<file path="config.mk">
export PLATFORM = sky130hd
export DESIGN_NAME = calci_pipe_core
export DESIGN_NICKNAME = d
export VERILOG_FILES = /design/src/rtl/calci_pkg.sv /design/src/rtl/calci_res_fifo.sv /design/src/rtl/calci_pipe_core.sv
export SDC_FILE = /design/constraint.sdc
export NUM_CORES = 1
export LEC_CHECK = 0
export BUFFER_PORTS_ARGS = -buffer_cell sky130_fd_sc_hd__buf_2
export CAP_MARGIN = 10
export CORE_ASPECT_RATIO = 1.4
export CORE_MARGIN = 2
export CORE_UTILIZATION = 30
export DETAILED_ROUTE_END_ITERATION = 12
export GPL_TIMING_DRIVEN = 0
export MAX_ROUTING_LAYER = met4
export PLACE_DENSITY = 0.49
export SLEW_MARGIN = 20
export SYNTH_ARGS = -nofsm -noshare
export SYNTH_HDL_FRONTEND = slang
export SYNTH_SLANG_ARGS = --single-unit
</file>
<file path="constraint.sdc">
create_clock -name clk -period 6.3 [get_ports clk]
set_input_delay 1.89 -clock clk [delete_from_list [all_inputs] [get_ports clk]]
set_output_delay 1.89 -clock clk [all_outputs]
set_load 0.05 [all_outputs]
</file>
<file path="src/rtl/calci_pkg.sv">
// Shared types and constants for the calci pipelined calculator.
package calci_pkg;

    typedef enum logic [1:0] {
        OP_ADD = 2'b00,
        OP_SUB = 2'b01,
        OP_MUL = 2'b10,
        OP_MAC = 2'b11
    } op_e;

    localparam int CALCI_W     = 8;
    localparam int CALCI_DEPTH = 4;
    localparam int LAT         = 2;

endpackage

</file>
<file path="src/rtl/calci_res_fifo.sv">
// Result FIFO: circular buffer with wrap-around pointers and occupancy count.
module calci_res_fifo #(
    parameter int W_DATA = 16,
    parameter int DEPTH  = 4
) (
    input  logic                     clk,
    input  logic                     rst_n,
    input  logic                     push,
    input  logic [W_DATA-1:0]        din,
    input  logic                     pop,
    output logic [W_DATA-1:0]        dout,
    output logic [$clog2(DEPTH):0]   level,
    output logic                     full,
    output logic                     empty
);

    localparam int AW = $clog2(DEPTH);

    logic [W_DATA-1:0] mem_q [DEPTH];
    logic [AW-1:0]     wptr_q, wptr_d;
    logic [AW-1:0]     rptr_q, rptr_d;
    logic [AW:0]       cnt_q, cnt_d;
    logic              do_pop;

    always_comb begin
        do_pop = pop & ~empty;
        wptr_d = push ? wptr_q + AW'(1) : wptr_q;
        rptr_d = do_pop ? rptr_q + AW'(1) : rptr_q;
        cnt_d  = cnt_q + (AW+1)'(push) - (AW+1)'(do_pop);
    end

    always_ff @(posedge clk or negedge rst_n) begin
        if (!rst_n) begin
            wptr_q <= '0;
            rptr_q <= '0;
            cnt_q  <= '0;
            for (int i = 0; i < DEPTH; i++) mem_q[i] <= '0;
        end else begin
            wptr_q <= wptr_d;
            rptr_q <= rptr_d;
            cnt_q  <= cnt_d;
            if (push) mem_q[wptr_q] <= din;
        end
    end

    assign empty = (cnt_q == '0);
    assign full  = (cnt_q == (AW+1)'(DEPTH));
    assign level = cnt_q;
    assign dout  = empty ? '0 : mem_q[rptr_q];

    // Upstream stall accounting guarantees space for every push.
    a_no_push_full : assert property (
        @(posedge clk) disable iff (!rst_n) !(push && full)
    );

endmodule

</file>
<file path="src/rtl/calci_pipe_core.sv">
// Two-stage ADD/SUB/MUL/MAC datapath feeding a result FIFO.
module calci_pipe_core
    import calci_pkg::*;
#(
    parameter int W     = CALCI_W,
    parameter int DEPTH = CALCI_DEPTH
) (
    input  logic                       clk,
    input  logic                       rst_n,
    input  logic                       Valid,
    output logic                       Stall,
    input  logic [W-1:0]               A,
    input  logic [W-1:0]               B,
    input  logic [1:0]                 ctrl,
    input  logic                       acc_clr,
    output logic [2*W-1:0]             C,
    output logic                       out_valid,
    input  logic                       out_ready,
    output logic [$clog2(DEPTH):0]     level
);

    localparam int LW = $clog2(DEPTH) + 1;
    localparam int RW = 2 * W;

    logic          accept;
    logic [RW-1:0] prod_in, acc_base, acc_d, acc_q;

    logic          s1_vld_q, s1_vld_d;
    logic [W-1:0]  s1_a_q, s1_a_d, s1_b_q, s1_b_d;
    op_e           s1_op_q, s1_op_d;
    logic [RW-1:0] s1_mac_q, s1_mac_d;

    logic          s2_vld_q, s2_vld_d;
    logic [RW-1:0] s2_res_q, s2_res_d, res;

    logic [LW:0]   occ;
    logic          fifo_full, fifo_empty;

    // Occupancy counts in-flight work; a same-cycle pop is not credited.
    assign occ = {1'b0, level} + (LW+1)'(s1_vld_q) + (LW+1)'(s2_vld_q);
    assign Stall = (occ >= (LW+1)'(DEPTH));
    assign accept = Valid & ~Stall;
    assign out_valid = ~fifo_empty;

    always_comb begin
        prod_in  = RW'(A) * RW'(B);
        acc_base = acc_clr ? '0 : acc_q;
        acc_d    = acc_base;
        if (accept && op_e'(ctrl) == OP_MAC) acc_d = acc_base + prod_in;

        s1_vld_d = accept;
        s1_a_d   = accept ? A : s1_a_q;
        s1_b_d   = accept ? B : s1_b_q;
        s1_op_d  = accept ? op_e'(ctrl) : s1_op_q;
        s1_mac_d = accept ? acc_d : s1_mac_q;
    end

    always_comb begin
        res = '0;
        unique case (s1_op_q)
            OP_ADD: res = RW'(s1_a_q) + RW'(s1_b_q);
            OP_SUB: res = RW'(s1_a_q) - RW'(s1_b_q);
            OP_MUL: res = RW'(s1_a_q) * RW'(s1_b_q);
            OP_MAC: res = s1_mac_q;
        endcase
        s2_vld_d = s1_vld_q;
        s2_res_d = s1_vld_q ? res : s2_res_q;
    end

    always_ff @(posedge clk or negedge rst_n) begin
        if (!rst_n) begin
            acc_q    <= '0;
            s1_vld_q <= 1'b0;
            s1_a_q   <= '0;
            s1_b_q   <= '0;
            s1_op_q  <= OP_ADD;
            s1_mac_q <= '0;
            s2_vld_q <= 1'b0;
            s2_res_q <= '0;
        end else begin
            acc_q    <= acc_d;
            s1_vld_q <= s1_vld_d;
            s1_a_q   <= s1_a_d;
            s1_b_q   <= s1_b_d;
            s1_op_q  <= s1_op_d;
            s1_mac_q <= s1_mac_d;
            s2_vld_q <= s2_vld_d;
            s2_res_q <= s2_res_d;
        end
    end

    calci_res_fifo #(
        .W_DATA (RW),
        .DEPTH  (DEPTH)
    ) u_fifo (
        .clk   (clk),
        .rst_n (rst_n),
        .push  (s2_vld_q),
        .din   (s2_res_q),
        .pop   (out_ready),
        .dout  (C),
        .level (level),
        .full  (fifo_full),
        .empty (fifo_empty)
    );

endmodule

</file>
==> qor.csv, run 1 <==
metric,value,unit
Slew Limit Fails,0,
Synth area leader,dfrtp_1,
YS warnings,0,
CTS Root Cell,clkbuf_16,
Worst Skew,10.5,ps
HP Class,reg -> reg,
slowest CP cell,fa_1,
DRC violations left,0,
synthesized instance count,1105,
DR vias,7632,
reg2reg end,s2_res_q[14]$_DFFE_PN0P_,
minimum clock period,6040,ps
clock slew at reported path FFs,50,ps
CTS Buf Count,17,
origin of the critical flop-to-flop path,s1_a_q[1]$_DFFE_PN0P_,
"Critical Path, Cell by Cell","clkbuf_2, and2_1, fa_1, fa_1, fa_1, inv_1, fa_1, inv_1, ha_1, or4_1, o21ai_1, o31ai_1, xor2_1, a21o_1, mux2_2",
Syn-to-layout area delta,11.9,%
Post-DP HPWL,21500,um
H-Tree Depth,4,
critical path's most frequent cell,fa_1,
Setup crit end,s1_mac_q[12]$_DFFE_PN0P_,
Seq cells post-synth,139,
sequential-to-total area share from yosys stat,30.6,%
Post-Route WL,26400,um
1st-iter DRT viols,359,
post-CTS setup buffer count,0,
Die Width,168,um
worst path arrival time,6350,ps
"top cells by area, synth","dfrtp_1, fa_1, ha_1",
Vert. Die Dim,234,um
metal3 WL,550,um
family with the most delay on the worst path,adder cells,
critical path class,in -> reg,
prevailing post-synth register cell,dfrtp_1,
Bufs on Longest Clock Path,2,
Critical Path RT,6610,ps
share of the synthesized area in the top cell type,30.6,%
CTS sink count,139,
drt via density,4.63,
Async SR Flop Fraction,100,%
"commonest non-fill, non-tap cell in the layout",inv_1,
I/O pin cnt,44,
Worst setup EP type,flip-flop,
Pre-antenna DRT Iters,4,
final setup violating endpoints,0,
fillers,3910,
cts repair resizes,4,
row count,84,
die area,39500,um2
Final Hold Fails,0,
starting density of the core,30.4,%
largest net degree at the start of global routing,96,
first-pass GRT wire length,43900,um
WL per Instance,16.0,um
crit-path max FO,9,
WL met2,14300,um
max_cap viols,0,
Worst Tran Pin Value,775,ps
Final ANT Viol Nets,0,
CP Launch Type,primary input,
IO buf count,36,
Final period util,95.8,%
syn_area_per_cell,10.3,um2
outcome,completed,
Skew-Pair Late Insertion Delay,430,ps
GRT Resource Usage Total,14.8,%
Post-Syn Nets,1312,
cell area after synthesis,11400,um2
R2R Setup Slk,1450,ps
Hold Buf Count CTS,0,
"commonest cells after routing, fill and taps aside","inv_1, dfrtp_1, nand2_1",
CP Buf/Inv Count,3,
CTS tree,done,
Post-synth EDFFs,0,
DRT met1 WL,11200,um
Synth cell types,56,
share of cells above drive strength 1,16.7,%
Core Box Area,37400,um2
unrepaired setup endpoints after global routing,no,
gpl congestion,0.836,
Total Neg Setup Slack,0,ps
CP startpoint,A[2],
Max-slew headroom,48.4,%
GR Overflow Total,0,
initial antenna violation count,1,
final hold slack,394,ps
vias in the first global route,8261,
Worst path max stage delay,540,ps
Max Clock Freq,0.166,GHz
Final #Nets,1367,
top sig layer,met4,
r2r worst-path depth,16,
Worst path depth,15,
-- synth_stat cells (21+ instances only) --
cell / count
o21ai_0: 38
dfrtp_1: 139
xnor2_1: 22
mux4_2: 21
mux2_2: 79
nand2_1: 113
nor2_1: 42
nand2b_1: 26
inv_1: 163
fa_1: 89
clkbuf_1: 30
ha_1: 95
a21oi_1: 32
and2_1: 87
-- worst min path at each step --
stage	end	start	cells past startpoint	slack [ps]
after floorplan	s2_vld_q$_DFF_PN0_	s1_vld_q$_DFF_PN0_	0	350
after global placement	s2_vld_q$_DFF_PN0_	s1_vld_q$_DFF_PN0_	0	380
after detailed placement	s2_vld_q$_DFF_PN0_	s1_vld_q$_DFF_PN0_	0	390
after CTS	s2_vld_q$_DFF_PN0_	s1_vld_q$_DFF_PN0_	0	400
after global routing	s2_vld_q$_DFF_PN0_	s1_vld_q$_DFF_PN0_	0	410
final	s2_vld_q$_DFF_PN0_	s1_vld_q$_DFF_PN0_	0	390
-- worst register-to-register path, stage by stage, from the launching register on --
cell	delay (ps)
dfrtp_1	500
inv_1	330
nor2_1	100
fa_1	400
fa_1	490
inv_1	50
fa_1	520
fa_1	510
inv_1	40
ha_1	330
o21ai_0	170
o21ai_0	200
a31o_2	310
a311oi_1	310
xnor2_1	100
a221oi_1	270
a21oi_1	100
-- flip-flops by register name, indices dropped and copies added (netlist names) --
register and cells:
acc_q 16, u_fifo.level 3, s2_vld_q 1, s1_b_q 8
u_fifo.wptr_q 2, s1_mac_q 16, s1_op_q 2, s2_res_q 16
s1_a_q 8, u_fifo.mem_q 64, s1_vld_q 1, u_fifo.rptr_q 2
-- cell type report --
class	count	area [um2]	share of cell area (%)
inverters	165	624	4.91
flip-flops and latches	139	3480	27.4
clock buffers	22	464	3.65
repair buffers	37	218	1.71
diodes	1	2.50	0.0197
multi-input cells	761	7070	55.6
plain buffers	39	191	1.51
clock inverters	10	67.6	0.532
well taps	473	592	4.66
-- routing by layer --
metal  vias up  global-route usage (%)
li1       3710                       -
met1      3813                    16.3
met2        85                    27.8
met3        24                    1.99
met4         0                    4.04
met5         -                       -
-- cell families after synthesis --
group	after synthesis	share of synthesized area, %
buf+inv	205	7.14
mux	106	12.5
flops	139	30.6
xor+xnor	36	2.78
fa+ha+maj	184	26.2
compound gates	129	7.28
simple gates	306	13.5
-- through the flow --
stage | utilization [%] | std cells | instance area [um2] | worst slack [ps]
4_1_cts | 33.9 | 1646 | 12700 | 11.6
5_1_grt | 34.0 | 1647 | 12700 | 55.1
6_report | 34.0 | 1647 | 12700 | 262
3_5_place_dp | 32.5 | 1615 | 12200 | -600
2_1_floorplan | - | 1105 | 11400 | 126
3_3_place_gp | 32.4 | 1614 | 12100 | -559
Power of run 1 is not shown: default switching activity piles up to over one toggle a cycle in this logic, so the estimate is an artifact.
==> run 2, diff against run 1 <==
--- a/config.mk
+++ b/config.mk
@@ -13,7 +13,7 @@
 export DETAILED_ROUTE_END_ITERATION = 12
 export GPL_TIMING_DRIVEN = 0
 export MAX_ROUTING_LAYER = met4
-export PLACE_DENSITY = 0.49
+export PLACE_DENSITY_LB_ADDON = 0.15
 export SLEW_MARGIN = 20
 export SYNTH_ARGS = -nofsm -noshare
 export SYNTH_HDL_FRONTEND = slang
==> run 2 against run 1 <==
Against the previous run: maximum frequency increased by 0.41%; via count fell by 0.29%; register-to-register slack better by 30 ps; clock skew decreased by 4.2 ps.
==> qor.csv, run 2 (synthesis results as in run 1) <==
metric,value,unit,change
final worst slack,286,ps,was 262 ps
Biggest register,u_fifo.mem_q,,unchanged
Die Width,168,um,unchanged
Hold Buf Count CTS,0,,unchanged
critical path's most frequent cell,fa_1,,unchanged
worst path arrival time,6330,ps,was 6350 ps
Max Clock Freq,0.166,GHz,about the same
row count,84,,unchanged
Worst path max stage delay,550,ps,was 540 ps
1st-iter DRT viols,391,,was 359
Hold Startpoint,s1_vld_q$_DFF_PN0_,,unchanged
vias in the first global route,8236,,was 8261
starting density of the core,30.4,%,unchanged
GR Overflow Total,0,,unchanged
Max-slew headroom,50.0,%,was 48.4%
fillers,3873,,was 3910
sequential standard cell area,3480,um2,unchanged
"Core Util, Final",34.2,%,was 34.0%
CP Launch Type,primary input,,unchanged
Post-Route WL,27000,um,was 26400 um
crit-path max FO,9,,unchanged
Vert. Die Dim,234,um,unchanged
CP startpoint,A[2],,unchanged
DR vias,7610,,was 7632
multi-input logic area,7070,um2,unchanged
CTS tree,done,,unchanged
Total Neg Setup Slack,0,ps,unchanged
Post-DP HPWL,22100,um,was 21500 um
unrepaired setup endpoints after global routing,no,,unchanged
post-CTS setup buffer count,0,,unchanged
"commonest cells after routing, fill and taps aside","inv_1, dfrtp_1, nand2_1",,unchanged
DRC violations left,0,,unchanged
Worst setup EP type,flip-flop,,unchanged
Bufs on Longest Clock Path,2,,unchanged
clock slew at reported path FFs,60,ps,was 50 ps
CTS sink count,139,,unchanged
Final period util,95.5,%,was 95.8%
origin of the critical flop-to-flop path,s1_a_q[1]$_DFFE_PN0P_,,unchanged
Slew Limit Fails,0,,unchanged
drt via density,4.63,,about the same
max_cap viols,0,,unchanged
outcome,completed,,unchanged
CTS Buf Count,17,,unchanged
Worst Skew,6.29,ps,was 10.5 ps
Final Hold Fails,0,,unchanged
"commonest non-fill, non-tap cell in the layout",inv_1,,unchanged
HP Class,reg -> reg,,unchanged
Pre-antenna DRT Iters,4,,unchanged
critical path class,in -> reg,,unchanged
first-pass GRT wire length,44800,um,was 43900 um
pre-CTS WS,-587,ps,was -600 ps
largest net degree at the start of global routing,80,,was 96
Final #Nets,1367,,unchanged
initial antenna violation count,1,,unchanged
die area,39500,um2,unchanged
"Critical Path, Cell by Cell","clkbuf_2, and2_1, fa_1, fa_1, fa_1, inv_1, fa_1, inv_1, ha_1, or4_1, o21ai_1, o31ai_1, xor2_1, a21o_1, mux2_2",,unchanged
gpl congestion,0.816,,was 0.836
Syn-to-layout area delta,12.6,%,was 11.9%
Worst Tran Pin Value,750,ps,was 775 ps
Final ANT Viol Nets,0,,unchanged
Skew-Pair Late Insertion Delay,430,ps,about the same
share of cells above drive strength 1,16.7,%,about the same
minimum clock period,6010,ps,was 6040 ps
GRT Resource Usage Total,15.2,%,was 14.8%
CTS Root Cell,clkbuf_16,,unchanged
WL per Instance,16.4,um,was 16.0 um
IO buf count,36,,unchanged
Critical Path RT,6620,ps,was 6610 ps
Core Box Area,37400,um2,unchanged
final setup violating endpoints,0,,unchanged
I/O pin cnt,44,,unchanged
max reg flops,64,,unchanged
final hold slack,373,ps,was 394 ps
H-Tree Depth,4,,unchanged
slowest CP cell,fa_1,,unchanged
run 2: cell count changes in the layout (fill, tap and decap cells not counted), sizes merged:
cell and change:
bufinv +4, clkinvlp -3, clkbuf -3
run 2: final cells by class:
class | instances | area share, %
inverters | 165 | 4.88
repair buffers | 37 | 1.70
multi-input cells | 761 | 55.3
well taps | 473 | 4.63
diodes | 1 | 0.0196
clock buffers | 19 | 3.46
clock inverters | 11 | 1.32
flip-flops and latches | 139 | 27.2
plain buffers | 39 | 1.49
run 2: critical path, delay by kind of cell:
kind            cells  cell delay [ps]
compound gates      3              600
simple gates        2              760
fa+ha+maj           5             2370
mux                 1              260
buf+inv             3              290
xor+xnor            1              150
run 2: worst paths after layout:
check	to	slack (ps)	cells after the start
worst max-delay path	s1_mac_q[12]$_DFFE_PN0P_	290	15
worst min-delay path	s2_vld_q$_DFF_PN0_	370	0
worst max register to register	s2_res_q[14]$_DFFE_PN0P_	1480	16
worst min register to register	s2_vld_q$_DFF_PN0_	370	0
max in group asynchronous	u_fifo.mem_q[46]$_DFFE_PN0P_	4150	2
min in group asynchronous	u_fifo.mem_q[51]$_DFFE_PN0P_	1380	1
run 2: metrics by stage:
stage               instance area [um2]  std cells
CTS                               12800       1644
floorplan                         11400       1105
finish                            12800       1645
global placement                  12100       1614
global route                      12800       1645
detailed placement                12200       1615
run 2: timing repair:
action | in CTS | in global routing
resized for setup | 4 | 5
setup endpoints to repair | 4 | 6
pin swaps | 0 | 0
run 2: layer usage:
| metal | vias to the layer above | track usage [%] | share of wire [%] |
|---|---|---|---|
| li1 | 3705 | - | - |
| met4 | 0 | 3.64 | 0.96 |
| met3 | 17 | 1.87 | 1.8 |
| met1 | 3807 | 16.8 | 42 |
| met5 | - | - | 0 |
| met2 | 81 | 28.8 | 56 |
Power of run 2 is left out for the same reason.
